[src/rtl/cap_frame_sched_pkg.sv]
// cap_frame_sched_pkg: shared state encoding, minimum frame length and default widths.
// Rev 1.0
`default_nettype none

package cap_frame_sched_pkg;

  localparam int CAP_W_DEF = 14;
  localparam int FRM_W_DEF = 16;
  localparam int GAP_W_DEF = 24;
  localparam int TMO_W_DEF = 32;

  // The capture counter's last-point compare underflows below this.
  localparam int CAP_MIN_POINTS = 2;

  typedef enum logic [2:0] {
    S_IDLE = 3'd0,
    S_ARM  = 3'd1,
    S_CAPT = 3'd2,
    S_REL  = 3'd3,
    S_GAP  = 3'd4,
    S_DONE = 3'd5
  } state_t;

endpackage

`default_nettype wire

[src/rtl/cap_frame_sched_timer.sv]
// cap_frame_sched_timer: loadable up/down counter with a compare-match flag.
// Rev 1.0
`default_nettype none

module cap_frame_sched_timer
  import cap_frame_sched_pkg::*;
#(
  parameter int W = 8
) (
  input  logic         clk,
  input  logic         rst,
  input  logic         load,
  input  logic [W-1:0] load_val,
  input  logic         en,
  input  logic         up,
  input  logic [W-1:0] cmp_val,
  output logic         hit
);

  logic [W-1:0] count;

  always_ff @(posedge clk or posedge rst) begin
    if (rst) begin
      count <= '0;
    end else if (load) begin
      count <= load_val;
    end else if (en) begin
      count <= up ? count + W'(1) : count - W'(1);
    end
  end

  assign hit = (count == cmp_val);

endmodule

`default_nettype wire

[src/rtl/cap_frame_sched.sv]
// cap_frame_sched: arms, gates and repeats capture frames, reporting done/timeout/config status.
// Rev 1.0
`default_nettype none

module cap_frame_sched
  import cap_frame_sched_pkg::*;
#(
  parameter int CAP0_6 = CAP_W_DEF,
  parameter int FRM_W  = FRM_W_DEF,
  parameter int GAP_W  = GAP_W_DEF,
  parameter int TMO_W  = TMO_W_DEF
) (
  input  logic              clk,
  input  logic              rst,
  input  logic              cfg_start,
  input  logic              cfg_abort,
  input  logic              cfg_trig_mode,
  input  logic [CAP0_6-1:0] cfg_cap_points,
  input  logic [FRM_W-1:0]  cfg_frames,
  input  logic [GAP_W-1:0]  cfg_gap,
  input  logic [TMO_W-1:0]  cfg_timeout,
  input  logic              trig,
  output logic [CAP0_6-1:0] cap_points,
  output logic              add_en,
  input  logic              add_cmpt,
  output logic              busy,
  output logic [FRM_W-1:0]  frame_idx,
  output logic              frame_start,
  output logic              done,
  output logic              tmo_err,
  output logic              cfg_err
);

  state_t             state;
  logic               trig_d;
  logic               trig_mode_q;
  logic [FRM_W-1:0]   frames_q;
  logic [GAP_W-1:0]   gap_q;
  logic [TMO_W-1:0]   tmo_q;
  logic               gap_hit;
  logic               tmo_hit;

  wire                trig_rise   = trig & ~trig_d;
  // A frame count of zero runs a single frame.
  wire [FRM_W-1:0]    frames_last = (frames_q == '0) ? '0 : frames_q - FRM_W'(1);
  wire                tmo_fire    = (tmo_q != '0) && tmo_hit;

  cap_frame_sched_timer #(.W(GAP_W)) u_gap_timer (
    .clk      (clk),
    .rst      (rst),
    .load     (state == S_REL),
    .load_val (gap_q),
    .en       (state == S_GAP),
    .up       (1'b0),
    .cmp_val  (GAP_W'(1)),
    .hit      (gap_hit)
  );

  cap_frame_sched_timer #(.W(TMO_W)) u_tmo_timer (
    .clk      (clk),
    .rst      (rst),
    .load     (state == S_ARM),
    .load_val ('0),
    .en       (state == S_CAPT),
    .up       (1'b1),
    .cmp_val  (tmo_q - TMO_W'(1)),
    .hit      (tmo_hit)
  );

  always_ff @(posedge clk or posedge rst) begin
    if (rst) trig_d <= 1'b0;
    else     trig_d <= trig;
  end

  always_ff @(posedge clk or posedge rst) begin
    if (rst) begin
      state       <= S_IDLE;
      trig_mode_q <= 1'b0;
      frames_q    <= '0;
      gap_q       <= '0;
      tmo_q       <= '0;
      cap_points  <= '0;
      add_en      <= 1'b0;
      busy        <= 1'b0;
      frame_idx   <= '0;
      frame_start <= 1'b0;
      done        <= 1'b0;
      tmo_err     <= 1'b0;
      cfg_err     <= 1'b0;
    end else begin
      frame_start <= 1'b0;
      done        <= 1'b0;
      if (cfg_abort) begin
        state  <= S_IDLE;
        add_en <= 1'b0;
        busy   <= 1'b0;
      end else begin
        case (state)
          S_IDLE: begin
            if (cfg_start) begin
              if (cfg_cap_points < CAP0_6'(CAP_MIN_POINTS)) begin
                cfg_err <= 1'b1;
              end else begin
                trig_mode_q <= cfg_trig_mode;
                frames_q    <= cfg_frames;
                gap_q       <= cfg_gap;
                tmo_q       <= cfg_timeout;
                cap_points  <= cfg_cap_points;
                tmo_err     <= 1'b0;
                cfg_err     <= 1'b0;
                frame_idx   <= '0;
                busy        <= 1'b1;
                state       <= S_ARM;
              end
            end
          end
          S_ARM: begin
            if (!trig_mode_q || trig_rise) begin
              add_en      <= 1'b1;
              frame_start <= 1'b1;
              state       <= S_CAPT;
            end
          end
          S_CAPT: begin
            if (add_cmpt) begin
              add_en <= 1'b0;
              state  <= S_REL;
            end else if (tmo_fire) begin
              tmo_err <= 1'b1;
              add_en  <= 1'b0;
              busy    <= 1'b0;
              state   <= S_IDLE;
            end
          end
          S_REL: begin
            if (frame_idx == frames_last) begin
              done  <= 1'b1;
              busy  <= 1'b0;
              state <= S_DONE;
            end else begin
              frame_idx <= frame_idx + FRM_W'(1);
              state     <= (gap_q == '0) ? S_ARM : S_GAP;
            end
          end
          S_GAP: begin
            if (gap_hit) state <= S_ARM;
          end
          S_DONE:  state <= S_IDLE;
          default: state <= S_IDLE;
        endcase
      end
    end
  end

endmodule

`default_nettype wire

[config.mk]
export PLATFORM = sky130hd
export DESIGN_NAME = cap_frame_sched
export DESIGN_NICKNAME = d
export VERILOG_FILES = /design/src/rtl/cap_frame_sched_pkg.sv /design/src/rtl/cap_frame_sched_timer.sv /design/src/rtl/cap_frame_sched.sv
export SDC_FILE = /design/constraint.sdc
export NUM_CORES = 1
export LEC_CHECK = 0
export CELL_PAD_IN_SITES_DETAIL_PLACEMENT = 2
export CELL_PAD_IN_SITES_GLOBAL_PLACEMENT = 2
export CORE_UTILIZATION = 35
export CTS_BUF_LIST = sky130_fd_sc_hd__clkbuf_2
export CTS_CLUSTER_SIZE = 14
export DETAILED_ROUTE_END_ITERATION = 6
export HOLD_SLACK_MARGIN = 0.05
export PLACE_DENSITY = 0.9
export SYNTH_ARGS = -nofsm -noshare
export SYNTH_HDL_FRONTEND = slang
export SYNTH_SLANG_ARGS = --single-unit
[constraint.sdc]
create_clock -name clk -period 10.25 [get_ports clk]
set_clock_uncertainty 0.15 [all_clocks]
set_input_delay 2.5625 -clock clk [delete_from_list [all_inputs] [get_ports clk]]
set_output_delay 2.5625 -clock clk [all_outputs]
set_load 0.005 [all_outputs]
Yosys cells after proc, flatten, opt, wreduce, memory -nomap -nowiden

Index checks and enable logic that the tools add are counted.

Bits in registers: 169
Input port bits: 93
Logic and storage cells: 108
Output and inout port bits: 36

Mux-type cells: 42
$lt $le $gt $ge: 1
Reduce and logical (&&, ||, !) cells: 20
$add $sub $neg: 5
Bitwise logic cells: 4
Eq/ne operators: 20

Operator list:

| kind                    | count |
|---|---|
| $mux W16                | 4 |
| $mux W32                | 2 |
| $mux W24                | 2 |
| $add A32 B1 Y32 const B | 1 |
| $eq A32 B32 Y1          | 1 |
| $pmux W16 S2            | 1 |
| $reduce_bool A32 Y1     | 1 |
| $sub A32 B1 Y32 const B | 1 |
| $mux W3                 | 9 |
| $eq A24 B1 Y1 const B   | 1 |
| $logic_not A24 Y1       | 1 |
| $sub A24 B1 Y24 const B | 1 |
| $ne A3 B3 Y1 const B    | 7 |
| $mux W1                 | 20 |
| $add A16 B1 Y16 const B | 1 |
| $eq A16 B16 Y1          | 1 |
| $logic_not A16 Y1       | 1 |
| $sub A16 B1 Y16 const B | 1 |
| $pmux W3 S5             | 1 |
| $lt A14 B2 Y1 const B   | 1 |
| $reduce_and A6 Y1       | 2 |
| $ne A2 B2 Y1 const B    | 5 |
| $reduce_and A5 Y1       | 2 |
| $reduce_bool A2 Y1      | 4 |
| 16 further kinds        | 21 |

Longest topological paths before layout

Gate-level depths: netlist of run 1.

Depth after elaboration: 7
Gate-level depth with buffers: 14
Gate-level depth less buffers: 12

Modules after synthesis

Synthesis of run 1 repeated with hierarchy kept, for this count alone.

Cell total of the unflattened synthesis: 1473
Area, all modules: 12175.4 um^2

Modules (own cells, without submodules):

| module                               | instances | cells each | area an instance (um^2) |
|---|---|---|---|
| cap_frame_sched                      | 1         | 767        | 6279.8 |
| cap_frame_sched_timer at u_tmo_timer | 1         | 397        | 3343.2 |
| cap_frame_sched_timer at u_gap_timer | 1         | 309        | 2552.4 |

Least setup slack after synthesis of run 1

No wires, ideal clock.

Path kind: input-to-reg
From: input port cfg_cap_points[6]
To: register cap_points[0]
Data arrival time: 4.101 ns
Stages on the path: 11
Slack: 5.882 ns
Buffers on the path: 3
Library setup time: 0.117 ns
Cells stage by stage: nor4_1 nand4_1 and2_1 nor2_1 or2_2 clkbuf_1 nor2_1 clkbuf_1 clkbuf_1 nand2_1 nand2_1

Cells in the longest elaborated chain, start to end: 3

RTL lines:

| item                        | RTL line               | text |
|---|---|---|
| from (decl)                 | cap_frame_sched.sv:18  | `input logic [CAP0_6-1:0] cfg_cap_points,` |
| $lt A14 B2 Y1               | cap_frame_sched.sv:101 | `if (cfg_cap_points < CAP0_6'(CAP_MIN_POINTS)) begin` |
| $not A1 Y1 (no line)        | -                      |  |
| $reduce_and A4 Y1 (no line) | -                      |  |
| to (signal assigned)        | cap_frame_sched.sv:108 | `cap_points <= cfg_cap_points;` |
| to (decl)                   | cap_frame_sched.sv:23  | `output logic [CAP0_6-1:0] cap_points,` |

No other way between the ends.
A chain may end at the register's enable or synchronous reset.

Final worst setup path of run 1

From: input port cfg_cap_points[13]
To: register frames_q[15]

Cells in the longest elaborated chain, start to end: 3

RTL lines:

| item                        | RTL line               | text |
|---|---|---|
| $lt A14 B2 Y1               | cap_frame_sched.sv:101 |  |
| $not A1 Y1 (no line)        | -                      |  |
| $reduce_and A4 Y1 (no line) | -                      |  |
| to (signal assigned)        | cap_frame_sched.sv:105 | `frames_q <= cfg_frames;` |
| to (decl)                   | cap_frame_sched.sv:37  | `logic [FRM_W-1:0] frames_q;` |

No other way between the ends.

==> metrics.txt, run 1 <==
status=finished with violations; violated checks=DRC; H-tree levels=4; nets@finish=1,318; clock buffer depth=2; Layout area overhead=19.8%; fin crit share=50.2%; Clock transition at path regs=around 0.28 ns; placed cell count=1,535; Yosys reg bits=169; CTS tree=built; Max Cap Viol=0; boundary pin count=~130; post-synthesis area per instance=around 8.5 µm²; Vert. Die Dim=166 µm; minimum clock period=between 5 and 6 ns; cell row count=between 50 and 60; via count=8,895; fin cells=1,568; first-pass GRT wire length=53,300 µm; arrival time worst endpoint=around 5.7 ns; worst-margin pin slew=1.13 ns; EDFF count, synth=0; core area=26,200 µm²; CTS Buf Count=17; Synth Flop Type=dfrtp_1; Initial Util=35.9%; most frequent cells after synthesis=nand2_1 (313), dfrtp_1 (169), nor2_1 (85), o21ai_0 (48), xor2_1 (47); CP Max Fanout=between 50 and 60; Slew Limit Fails=0; final wirelength=about 33,000 µm; CTS Sinks=169; RSZ-0062 raised after global routing=false; die outline width=around 170 µm; total negative slack=0 ns; dominant cells by area after synthesis=dfrtp_1 (45%), nand2_1 (12%), xor2_1 (4.4%), xnor2_1 (4.1%), nor2_1 (3.4%); VDD IR max=about 94 µV; post-DR wirelength/cell=20.7 µm; port bufs=128; First-pass DRT Iterations=7; final hold violations=0; GRT Total Usage=24.2%; remaining antenna violation count=0; Max Fclk=0.194 GHz; Synth Net Count=roughly 1,200; die area=27,500 µm²; via count of the first global-routing pass=just under 10,000; initial drt markers=415; part of the Yosys area used for sequential elements=approximately 45%; Clk Latency, worst-skew pair=0.82 ns; initial antenna violation count=2; min-delay src=cap_points[5]; Vias/cell=5.67; HP Class=flop to flop; setup bufs post-CTS=0; Synth top area share=44.9%; post-synth cell types=69; top-count cell post-synth=nand2_1; Root Driver=clkbuf_2; Power Density=242 nW/µm²; Place WS=roughly 4.2 ns; Worst Setup Path Type=input port to flop; CP Launch Type=input port; gr ovfl total=0; number of cells produced by synthesis=1,113; Crit path required time=~11 ns; warnings from Yosys=0; area of the mapped netlist=9410 µm²; Relative slew margins=24.4%; final setup margin=roughly 5.1 ns; Area after DPL=11,000 µm²; DRC errors left=3; Reg-to-Reg Start=frames_q[0]; critical path capture point type=flop; FFs w/ async S/R, synth=between 90% and 100%; final core utilization=43.0%; layout cell share with drive strength beyond 1=5.28%; largest net degree at the start of global routing=95; final standard cell area without fillers=11,300 µm²; DP HPWL=22,600 µm; post-cts resize count=0; Leak=0.00471 µW; endpoints failing setup=0; CP Launch Point=cfg_cap_points[13]; gpl congestion=0.863; area leader, netlist=dfrtp_1; # hold bufs at CTS=0
-- path summary, 6_finish.rpt --
check | endpoint | slack [ns] | cells past startpoint
setup / recovery | frames_q[15] | 5.10 | 10
hold reg to reg | cap_points[5] | 0.38 | 2
max in group asynchronous | frames_q[6] | 6.18 | 3
hold / removal | cap_points[5] | 0.38 | 2
setup reg to reg | frame_idx[6] | 5.89 | 12
min in group asynchronous | tmo_q[7] | 2.14 | 2
-- logic make-up (layout without fill, tap and decap cells) --
logic type               after synthesis  after routing  share of synthesized area, %
AO/OA/AOI/OAI                        159            159                          11.2
XOR/XNOR                              91             91                          8.47
adder cells (fa/ha/maj)                6              6                         0.798
buffers and inverters                 70            189                          3.04
flip-flops                           169            169                          44.9
multiplexers                           7              7                         0.758
other                                  0              1                             0
AND/OR/NAND/NOR                      611            611                          30.8
-- flip-flops by register name, indices dropped and copies added, names as in the netlist --
name               count
tmo_q                 32
u_tmo_timer.count     32
gap_q                 24
u_gap_timer.count     24
frame_idx             16
frames_q              16
cap_points            14
state                  3
add_en                 1
busy                   1
cfg_err                1
done                   1
frame_start            1
tmo_err                1
trig_d                 1
trig_mode_q            1
-- power by group --
group / switching (µW) / internal, µW
Clock: 277 / 166
Sequential: 316 / 890
Combinational: 634 / 443
-- critical path: stages --
cell and delay, ns:
clkdlybuf4s50_1 0.51, nor4_1 0.07, nand4_1 0.14, and2_1 0.22, nor2_1 0.08, or2_2 0.34
nor2_4 0.86, buf_4 0.67, nand2_1 0.14, nand2_1 0.09
-- through the flow --
| step | hold slack (ns) | power (µW) |
|---|---|---|
| global route | 0.402 | 2920 |
| CTS | 0.382 | 2750 |
| floorplan | 0.289 | 1840 |
| finish | 0.376 | 2720 |
| global placement | 0.309 | 2190 |
| detailed placement | 0.319 | 2270 |
-- routing by layer --
metal | global-route usage (%) | wire length (µm)
met1 | 29.3 | 13900
met5 | 0 | 17
met4 | 8.49 | 821
met2 | 43.7 | 16900
met3 | 3.29 | 801
-- placed cells by master, fill, tap and decap left out, types with 13 or more instances in the layout --
| master | synthesis | routed |
|---|---|---|
| nand2_1 | 313 | 312 |
| dfrtp_1 | 169 | 169 |
| clkdlybuf4s50_1 | 0 | 128 |
| nor2_1 | 85 | 84 |
| o21ai_0 | 48 | 48 |
| xor2_1 | 47 | 47 |
| xnor2_1 | 44 | 44 |
| nand3_1 | 32 | 32 |
| a21oi_1 | 30 | 30 |
| nor3_1 | 29 | 29 |
| or3_1 | 24 | 24 |
| nor4_1 | 24 | 24 |
| inv_1 | 24 | 23 |
| nand4_1 | 21 | 21 |
| or4_1 | 17 | 17 |
| clkbuf_2 | 0 | 17 |
| o211ai_1 | 13 | 13 |
-- area by class of cell --
class	count	area, µm²
Fill cell	2885	14900
Multi-Input combinational cell	874	4910
Sequential cell	169	4230
Timing Repair Buffer	133	1320
Tap cell	335	419
Clock inverter	15	213
Inverter	24	95.1
Clock buffer	17	85.1
Antenna cell	1	2.50
Note: power is estimated with default switching activity, not from simulation.
==> inputs of run 2 (changes only) <==
--- a/config.mk
+++ b/config.mk
@@ -7,12 +7,12 @@
 export LEC_CHECK = 0
 export CELL_PAD_IN_SITES_DETAIL_PLACEMENT = 2
 export CELL_PAD_IN_SITES_GLOBAL_PLACEMENT = 2
-export CORE_UTILIZATION = 35
+export CORE_UTILIZATION = 34
 export CTS_BUF_LIST = sky130_fd_sc_hd__clkbuf_2
 export CTS_CLUSTER_SIZE = 14
 export DETAILED_ROUTE_END_ITERATION = 6
 export HOLD_SLACK_MARGIN = 0.05
-export PLACE_DENSITY = 0.9
+export PLACE_DENSITY = 0.88
 export SYNTH_ARGS = -nofsm -noshare
 export SYNTH_HDL_FRONTEND = slang
 export SYNTH_SLANG_ARGS = --single-unit
==> constraint.sdc (replaced) <==
create_clock -name clk -period 5.3 [get_ports clk]
set_clock_uncertainty 0.15 [all_clocks]
set_input_delay 1.325 -clock clk [delete_from_list [all_inputs] [get_ports clk]]
set_output_delay 1.325 -clock clk [all_outputs]
set_load 0.005 [all_outputs]
==> metrics.txt, run 2 (synthesis results as in run 1) <==
via count=8,732; Crit path required time=5.82 ns; DRC errors left=0; DP HPWL=22,400 µm; worst hold margin=around 0.36 ns; CP Launch Type=flop; most frequent cells in the layout=nand2_1 (312), dfrtp_1 (169), clkdlybuf4s50_1 (128); Max Fclk=0.243 GHz; Initial Util=a little over a third; status=complete, no violations; clock buffer depth=2; H-tree levels=4; post-DR wirelength/cell=19.6 µm; CTS Sinks=169; cell repeated most along the worst path=and4_1; remaining antenna violation count=0; CP Launch Point=frames_q[0]; core area=27,000 µm²; placed cell count=1,543; GRT Total Usage=a little under a quarter; First-pass DRT Iterations=4; port bufs=128; CP Max Fanout=12; # hold bufs at CTS=0; VDD IR max=between 150 and 200 µV; Place WS=1.15 ns; final setup margin=1.19 ns; Layout fillers=around 3,100; post-cts resize count=0; minimum clock period=4.11 ns; internal reg-to-reg setup slack=1.19 ns; largest net degree at the start of global routing=170; Vert. Die Dim=~170 µm; endpoints failing setup=0; die outline width=168 µm; Max Cap Viol=0; die area=28,400 µm²; fin cells=approximately 1,600; Crit path largest cell delay=0.52 ns; leading registers by flop count=tmo_q x32, u_tmo_timer.count x32; first-pass GRT wire length=51,800 µm; reg2reg end=frame_idx[14]; CTS tree=built; via count of the first global-routing pass=9,758; gr ovfl total=0; RSZ-0062 raised after global routing=false; Reg-to-Reg Start=frames_q[0]; arrival time worst endpoint=4.63 ns; Worst Setup Path Type=flop to flop; Clock transition at path regs=0.30 ns; cell row count=60; nets@finish=1,320; Vias/cell=5.54; critical path capture point type=flop; min-delay src=cap_points[9]; CP max-delay cell=dfrtp_1; worst-margin pin slew=~1.1 ns; initial drt markers=between 400 and 500; Root Driver=clkbuf_2; HP Class=flop to flop; setup bufs post-CTS=0; final wirelength=30,900 µm; Leak=0.00470 µW; hold path cells=2; CTS Buf Count=17; gpl congestion=0.872; initial antenna violation count=2; r2r worst-path depth=12; final hold violations=0; fin crit share=77.6%; Relative slew margins=28.2%; boundary pin count=129; Worst Hold Endpoint=cap_points[9]; crit path cell chain=inv_1 -> ha_1 -> nor3b_2 -> and4_1 -> nor3_1 -> a2111oi_0 -> nand4_1 -> or4_1 -> o31a_1 -> and2_1 -> and4_1 -> o21a_1; Clk Latency, worst-skew pair=around 0.77 ns; commonest non-fill, non-tap cell in the layout=nand2_1; layout cell share with drive strength beyond 1=about 5.3%; Slew Limit Fails=0; total negative slack=0 ns; Layout area overhead=19.7%; Power Density=451 nW/µm²
run 2: area by class of cell:
| type | count | area, µm² | share of cell area [%] |
|---|---|---|---|
| repair buffers | 135 | 1380 | 12.3 |
| diodes | 2 | 5.00 | 0.0444 |
| flip-flops and latches | 169 | 4230 | 37.5 |
| multi-input cells | 874 | 4910 | 43.6 |
| clock inverters | 13 | 121 | 1.08 |
| well taps | 341 | 427 | 3.79 |
| clock buffers | 19 | 95.1 | 0.844 |
| inverters | 24 | 93.8 | 0.833 |
run 2: per-layer routing:
metal  track usage (%)  routed length (µm)  vias up
li1                  -                   -     4082
met1              28.6               13600     4457
met2              40.7               15800      149
met3              3.46                 864       42
met4              6.56                 636        2
met5                 0                  13        -
run 2: through the flow:
step / utilization, % / area, µm² / power, µW
floorplan: - / 9420 / 3560
global placement: 40.9 / 11000 / 4270
detailed placement: 40.9 / 11000 / 4430
CTS: 41.7 / 11300 / 5140
global route: 41.7 / 11300 / 5490
finish: 41.7 / 11300 / 5080
run 2: power by group:
part           internal (µW)  switching (µW)  total (µW)
combinational            881            1190        2080
sequential              1720             599        2320
clock                    177             505         681
total                   2780            2300        5080
run 2: critical path, delay by kind of cell (launching register included):
family,cells,cell delay (ns)
and+or+nand+nor,7,2.06
buffers and inverters,1,0.11
adders and majority gates,1,0.19
AOI/OAI and AO/OA,3,0.98
DFF,1,0.52
run 2: worst max path at each step:
stage | slack (ns) | endpoint
after floorplan | 1.67 | add_en
after global placement | 1.31 | gap_q[21]
after detailed placement | 1.15 | frame_idx[12]
after CTS | 1.20 | frame_idx[14]
after global routing | 0.80 | frame_idx[13]
final | 1.19 | frame_idx[14]
==> inputs of run 3 (changes only) <==
==> constraint.sdc (replaced) <==
create_clock -name clk -period 4.1 [get_ports clk]
set_clock_uncertainty 0.15 [all_clocks]
set_input_delay 1.025 -clock clk [delete_from_list [all_inputs] [get_ports clk]]
set_output_delay 1.025 -clock clk [all_outputs]
set_load 0.005 [all_outputs]
==> metrics.txt, run 3 (synthesis results as in run 1) <==
combined area of the multi-input logic cells=4930 µm²; gr ovfl total=0; WL met1=14,100 µm; final wirelength=32,200 µm; arrival time worst endpoint=4.52 ns; HP Class=flop to flop; total negative slack=0 ns; die outline width=168 µm; hold path cells=2; remaining antenna violation count=0; GRT Total Usage=about a quarter; Layout fillers=3,033; minimum clock period=3.95 ns; initial antenna violation count=2; Layout area overhead=21.5%; endpoints failing setup=0; fin cells=roughly 1,600; CTS Sinks=around 170; r2r worst-path depth=12; critical path capture point type=flop; highest routed layer=met5; largest net degree at the start of global routing=114; Power Density=around 610 nW/µm²; via count=around 8,800; most frequent cells in the layout=nand2_1 (311), dfrtp_1 (168), clkdlybuf4s50_1 (128); Max Fclk=0.253 GHz; VDD IR max=roughly 220 µV; gpl congestion=0.892; Vert. Die Dim=168 µm; Vias/cell=between 5 and 6; CTS tree=built; leading registers by flop count=tmo_q x32, u_tmo_timer.count x32; met2 WL=16,300 µm; core area=27,000 µm²; Worst Setup Path Type=flop to flop; min-delay src=cap_points[7]; Clk Latency, worst-skew pair=0.81 ns; via count of the first global-routing pass=9,841; met3 wire length=958 µm; die area=28,400 µm²; CP Max Fanout=12; CTS Buf Count=17; Leak=0.00480 µW; placed cell count=~1,600; DRC errors left=0; Max Cap Viol=0; Clock transition at path regs=roughly 0.28 ns; cell row count=60; Worst Hold Endpoint=cap_points[7]; Initial Util=between 30% and 40%; final hold violations=0; initial drt markers=~460; internal reg-to-reg setup slack=0.15 ns; H-tree levels=4; CP Launch Type=flop; status=complete, no violations; Relative slew margins=approximately 45%; First-pass DRT Iterations=5; Root Driver=clkbuf_2; CP Launch Point=frames_q[0]; fin crit share=a little over nine tenths; Reg-to-Reg Start=frames_q[0]; Slew Limit Fails=0; worst-margin pin slew=0.827 ns; reg2reg end=frame_idx[14]; # hold bufs at CTS=0; boundary pin count=129; first-pass GRT wire length=52,300 µm; nets@finish=between 1,000 and 1,500; post-DR wirelength/cell=around 20 µm; Sequential Area=4230 µm²; commonest non-fill, non-tap cell in the layout=nand2_1; port bufs=approximately 130; DP HPWL=23,200 µm; Crit path required time=4.67 ns; layout cell share with drive strength beyond 1=6.36%; clock buffer depth=2
==> run 3: cell types whose count changed in the layout (fill, tap and decap cells not counted), moves of 2 or more <==
cell / previous run / this run
buf_4: 3 / 12
bufinv_16: 1 / 5
clkinv_4: 3 / 0
clkinvlp_4: 5 / 2
clkbuf_2: 19 / 17
inv_6: 3 / 5
inv_8: 0 / 2
==> run 3: cell type report <==
| type | count | share of cell area (%) |
|---|---|---|
| Sequential cell | 169 | 37.0 |
| Clock inverter | 15 | 2.05 |
| Clock buffer | 17 | 0.744 |
| Timing Repair Buffer | 143 | 12.5 |
| Tap cell | 341 | 3.73 |
| Antenna cell | 1 | 0.0219 |
| Multi-Input combinational cell | 874 | 43.1 |
| Inverter | 24 | 0.820 |
==> run 3: power by group <==
part           internal [µW]  total (µW)  switching (µW)  leakage [µW]
Sequential              2230        3010             784       0.00216
Combinational           1150        2750            1600       0.00246
Clock                    479        1160             680      0.000184
Total                   3860        6920            3060       0.00480
==> run 3: repair_timing <==
item	in CTS	in global routing
setup buffers	0	0
setup endpoints to repair	2	13
gates resized for setup	1	7
==> run 3: how the worst max path moves through the flow <==
stage                         end  slack [ns]
finish              frame_idx[14]        0.15
global route              tmo_err       -0.04
CTS                  frame_idx[6]        0.03
detailed placement   frame_idx[6]       0.007
global placement    frame_idx[14]        0.30
floorplan                state[0]        0.61
==> run 3: stage by stage <==
| stage | util (%) | setup WS [ns] | power [µW] | cell area (µm²) | hold slack, ns |
|---|---|---|---|---|---|
| after floorplan | - | 0.606 | 4600 | 9420 | 0.289 |
| final | 42.3 | 0.151 | 6920 | 11400 | 0.375 |
| after global placement | 41.0 | 0.300 | 5530 | 11100 | 0.309 |
| after CTS | 42.2 | 0.0332 | 6970 | 11400 | 0.378 |
| after global routing | 42.3 | -0.0391 | 7410 | 11400 | 0.399 |
| after detailed placement | 41.0 | 0.00734 | 5750 | 11100 | 0.317 |
==> run 3: critical path: stages, from the launching register on <==
cell       delay [ns]
dfrtp_2          0.51
inv_1            0.11
ha_1             0.22
nor3b_4          0.40
and4_2           0.40
nor3_1           0.07
a2111oi_1        0.35
nand4_1          0.17
or4_1            0.42
o31a_2           0.48
and2_1           0.22
and4_1           0.20
o21a_1           0.18
==> run 3: routing by layer <==
metal | up-vias | global-route usage (%)
met5 | - | 0
met4 | 2 | 7.55
met3 | 60 | 3.34
met2 | 167 | 41.8
met1 | 4503 | 28.8
li1 | 4098 | -
==> variant 1, RTL diff (flow settings as in run 3) <==
The package constant `CAP_W_DEF` goes from 14 to 7.
--- a/src/rtl/cap_frame_sched_pkg.sv
+++ b/src/rtl/cap_frame_sched_pkg.sv
@@ -5,5 +5,5 @@
 package cap_frame_sched_pkg;
 
-  localparam int CAP_W_DEF = 14;
+  localparam int CAP_W_DEF = 7;
   localparam int FRM_W_DEF = 16;
   localparam int GAP_W_DEF = 24;
Interface: changed (resized cap_points and cfg_cap_points); port bits go from 129 to 115. The function was not compared with the original's and may differ.
==> variant 1 against run 3 <==
Design area fell by 3.8%. Via count fell by 0.93%. Power fell by 8.3%. Sequential cell count fell by 7. Setup slack improved by 0.072 ns. Critical endpoint is now frame_idx[15]. Hold slack got worse by 0.0037 ns. Wire length fell by 2.8%. Largest cell class unchanged. Count of clock-buffer cells in the layout did not move. Synthesized area fell by 1.7%. Combinational power fell by 4%.
==> variant 1: results (changes against run 3) <==
FIRST_GLOBAL_VIAS=9648  # was 9841
AREA_OCCUPIED_BY_MULTI_INPUT_GATES_UM2=4890  # was 4930 um2
GRT_ANTENNA_BEFORE_REPAIR=1  # was 2
REGISTER_AREA_UM2=4050  # was 4230 um2
DRT-INITIAL-DRC-COUNT=420  # was 455
SYN-MEAN-INSTANCE-AREA_UM2=8.47  # was 8.46 um2
SYNTH-XOR-AREA-SHARE_PCT=7.44  # was 8.47%
GR-USAGE-MET3_PCT=3.33  # was 3.34%
POWER.LEAKAGE_nW=4.58  # was 4.80 nW
SYNTHADDERAREAFRAC_PCT=0.811  # was 0.798%
POWER.SWITCHING_mW=2.90  # was 3.06 mW
SYNTH.LIB_CELLS_USED.DISTINCT=72  # was 69
VIAS=8748  # was 8830
SIGNAL_BUFFER_AREA_FRACTION_PCT=12.3  # was 12.5%
SYN-NUM-NETS=1185  # was 1212
CLOCK_AREA_SHARE_PCT=1.79  # was 2.79%
MET2_USAGE_PCT=41.1  # was 41.8%
STATUS='complete, no violations'  # unchanged
GLOBAL_ROUTE_WIRE_LENGTH_BEFORE_REPAIR_UM=51400  # was 52300 um
GP_ROUTABILITY_CONGESTION=0.861  # was 0.892
WORST-PATH-MAX-FANOUT=14  # was 12
POWER.SHARE.SEQUENTIAL_PCT=45.5  # was 43.5%
SYNTHESIZED_AREA_FRACTION_OCCUPIED_BY_AO_OA_AOI_AND_OAI_CELLS_PCT=12.5  # was 11.2%
MUXSHAREOFSYNTHAREA_PCT=0.892  # was 0.758%
CLKTRANSATPATHREGS_NS=0.26  # was 0.28 ns
CTS_RESIZED=0  # was 1
variant 1: cell count changes after synthesis, moves of 8 or more:
cell,delta
nor3_1,+8
nor2_1,-12
xor2_1,-11
o21ai_0,-12
nand2_1,-21
a21oi_1,-8
variant 1: per-layer routing:
metal,part of all wire [%],wire [um],vias to the layer above
met1,44,13600,4453
li1,-,-,4047
met4,3.0,927,0
met3,2.9,897,73
met5,0,0,-
met2,51,15900,175
variant 1: worst paths after layout:
| check | depth (start not counted) | slack (ns) | to | start |
|---|---|---|---|---|
| worst min register to register | 2 | 0.37 | cap_points[6] | cap_points[6] |
| max in group asynchronous | 3 | 2.62 | tmo_q[28] | rst |
| worst max-delay path | 12 | 0.22 | frame_idx[15] | frames_q[0] |
| worst min-delay path | 2 | 0.37 | cap_points[6] | cap_points[6] |
| worst max register to register | 12 | 0.22 | frame_idx[15] | frames_q[0] |
| min in group asynchronous | 2 | 0.45 | tmo_q[21] | rst |
==> variant 2, RTL diff (config.mk and constraints of run 3) <==
Without the edit above. Reset style: synchronous (`rst`), changed in 3 clocked blocks.
--- a/src/rtl/cap_frame_sched_timer.sv
+++ b/src/rtl/cap_frame_sched_timer.sv
@@ -20,5 +20,5 @@
   logic [W-1:0] count;
 
-  always_ff @(posedge clk or posedge rst) begin
+  always_ff @(posedge clk) begin
     if (rst) begin
       count <= '0;
--- a/src/rtl/cap_frame_sched.sv
+++ b/src/rtl/cap_frame_sched.sv
@@ -68,10 +68,10 @@
   );
 
-  always_ff @(posedge clk or posedge rst) begin
+  always_ff @(posedge clk) begin
     if (rst) trig_d <= 1'b0;
     else     trig_d <= trig;
   end
 
-  always_ff @(posedge clk or posedge rst) begin
+  always_ff @(posedge clk) begin
     if (rst) begin
       state       <= S_IDLE;
Function: differs if rst is asserted again (counterexample within 4 cycles, from zero or initial values and one cycle with rst high); with rst held inactive, the same outputs for 4 cycles.
==> variant 2 against run 3 <==
The flow now finishes with violations (design-rule violations). Setup slack improved by 0.19 ns. Wire length grew 3.0%. Synthesized area shrank 3.4%. Design area shrank 4.8%. Sequential cell count unchanged. Hold slack got worse by 0.047 ns. Die area decreased by 3.3%. Global-route usage grew 1.5 points. Critical endpoint is now busy.
Power is not compared: it rests on default switching activity, and its combinational part moved more than twofold at a synthesized area within 25%.
==> variant 2: results (changes against run 3) <==
GRT_START_MAX_NET_PINS=64  # was 114
WORST_SKEW_PAIR.LATE_LATENCY_NS=0.84  # was 0.81 ns
SETUP_VIOL=0  # unchanged
CRIT_START='tmo_q[5]'  # was frames_q[0]
SYNTH.LIB_CELLS_USED.DISTINCT=77  # was 69
ASYNC_RESET_FF_SHARE_PCT=0  # was 100%
STARTPOINT_OF_THE_MOST_CRITICAL_HOLD_PATH='cap_points[0]'  # was cap_points[7]
DPL.HPWL_UM=24700  # was 23200 um
PLACEDCELLCOUNT=1615  # was 1551
POST_DRT_WL_PER_CELL_UM=20.1  # was 20.3 um
WORST-PATH-MAX-FANOUT=9  # was 12
POST_SYNTH_MAIN_AREA_CONTRIBUTORS='dfxtp_1 37%, nand2_1 9.9%, a21oi_1 7.9%'  # was dfrtp_1 45%, nand2_1 12%, xor2_1 4.4%
CTS_RESIZED=0  # was 1
YOSYSWARNINGS=0  # unchanged
SLEW_AT_THE_PIN_CLOSEST_TO_ITS_MAX_SLEW_LIMIT_NS=0.852  # was 0.827 ns
TIMING.HOLD.WS_NS=0.328  # was 0.375 ns
GLOBAL_ROUTE.USAGE.TOTAL_PCT=24.9  # was 23.3%
HOLD_END='cap_points[0]'  # was cap_points[7]
POST_ROUTE_CELLS_DRIVE_ABOVE_1_SHARE_PCT=5.49  # was 6.36%
DR.PASS1.ITERS=7  # was 5
GRT_ANTENNA_BEFORE_REPAIR=1  # was 2
VIAS=9346  # was 8830
REMAINING_DRC_ERRORS=8  # was 0
DRT-INITIAL-DRC-COUNT=452  # was 455
RR_STARTPOINT='tmo_q[5]'  # was frames_q[0]
SYNTH_SEQ_AREA_SHARE_PCT=37.2  # was 44.9%
R2R-END='busy'  # was frame_idx[14]
FINAL_NET_COUNT=1399  # was 1328
FAILED_CHECKS='design-rule violations'
FIRST_GLOBAL_VIAS=9943  # was 9841
REGTOREGSETUPSLACK_NS=0.35  # was 0.15 ns
STATUS='complete, but fails checks'  # was complete, no violations
GLOBAL_ROUTE_WIRE_LENGTH_BEFORE_REPAIR_UM=53200  # was 52300 um
SYN-NUM-NETS=1309  # was 1212
FINAL_LAYOUT_SETUP_TOTAL_NEGATIVE_SLACK_NS=0  # unchanged
HTREE_NUM_LEVELS=4  # unchanged
POST_SYNTH_MOST_FREQUENT_CELLS='240 x nand2_1, 169 x dfxtp_1, 143 x a21oi_1'  # was 313 x nand2_1, 169 x dfrtp_1, 85 x nor2_1
R2R_CELLS=9  # was 12
GP_ROUTABILITY_CONGESTION=0.877  # was 0.892
NUMPORTBUFFERS=128  # unchanged
ROUTED_WL_UM=33200  # was 32200 um
SYN-MEAN-INSTANCE-AREA_UM2=7.52  # was 8.46 um2
WORST-ENDPOINT-ARRIVAL_NS=4.32  # was 4.52 ns
==> variant 2: cell types whose count changed after synthesis, moves of 7 or more <==
| cell | delta |
|---|---|
| o311ai_0 | -7 |
| dfxtp_1 | +169 |
| nand2_1 | -73 |
| o21ai_1 | +9 |
| and3_1 | +9 |
| o21ai_0 | -19 |
| dfrtp_1 | -169 |
| a21oi_1 | +113 |
| a31oi_1 | +8 |
| nor3_1 | +15 |
| clkbuf_1 | +16 |
| nor2_1 | +16 |
==> variant 2: routing by layer <==
| layer | global-route usage (%) | wire length (um) | vias up |
|---|---|---|---|
| met3 | 4.35 | 884 | 53 |
| met4 | 7.64 | 813 | 0 |
| met1 | 30.3 | 14600 | 4674 |
| li1 | - | - | 4461 |
| met2 | 44.1 | 16900 | 158 |
| met5 | 0 | 0 | - |
==> variant 2: area by class of cell <==
cell class                 count  area [um2]
tap                          335         419
inverter                      18        67.6
timing repair buffer         142        1430
multi-input combinational    951        5370
clock inverter                15         134
fill                        3077       15200
sequential                   169        3380
clock buffer                  17        85.1
antenna                        1        2.50
==> variant 2: metrics by stage <==
stage          setup slack (ns)  cell area [um2]  utilization, %
2_1_floorplan             0.774             9090               -
3_3_place_gp              0.545            10700            40.8
3_5_place_dp              0.418            10700            40.8
4_1_cts                   0.353            10900            41.7
5_1_grt                  0.0120            10900            41.7
6_report                  0.346            10900            41.7
==> variant 2: kinds of logic (layout without fill, tap and decap cells) <==
family | count (synthesis) | count (layout) | share of synthesized area [%]
other | 0 | 1 | 0
buffers and inverters | 89 | 192 | 3.95
xor gates and xnor gates | 81 | 81 | 7.80
DFF | 169 | 169 | 37.2
and+or+nand+nor | 582 | 582 | 31.1
AOI/OAI and AO/OA | 270 | 270 | 17.7
adders and majority gates | 7 | 7 | 0.963
muxes | 11 | 11 | 1.24
==> variant 2: critical path: stages, from the launching register on <==
cell and delay, ns:
dfxtp_1 0.45, or4_1 0.73, nor4_2 0.64, and4b_1 0.29, nor3_1 0.07, nor4_1 0.35, and4b_1 0.32, nor4bb_1 0.42
nand2b_1 0.17, a211oi_1 0.06
==> variant 2: power groups by stage <==
stage / Combinational (mW) / Sequential, mW / Clock, mW
6_report: 0.769 / 1.76 / 0.900
5_1_grt: 0.838 / 1.77 / 0.990
4_1_cts: 0.766 / 1.76 / 0.931
3_5_place_dp: 0.757 / 1.79 / 0
3_3_place_gp: 0.731 / 1.79 / 0
2_1_floorplan: 0.477 / 1.76 / 0
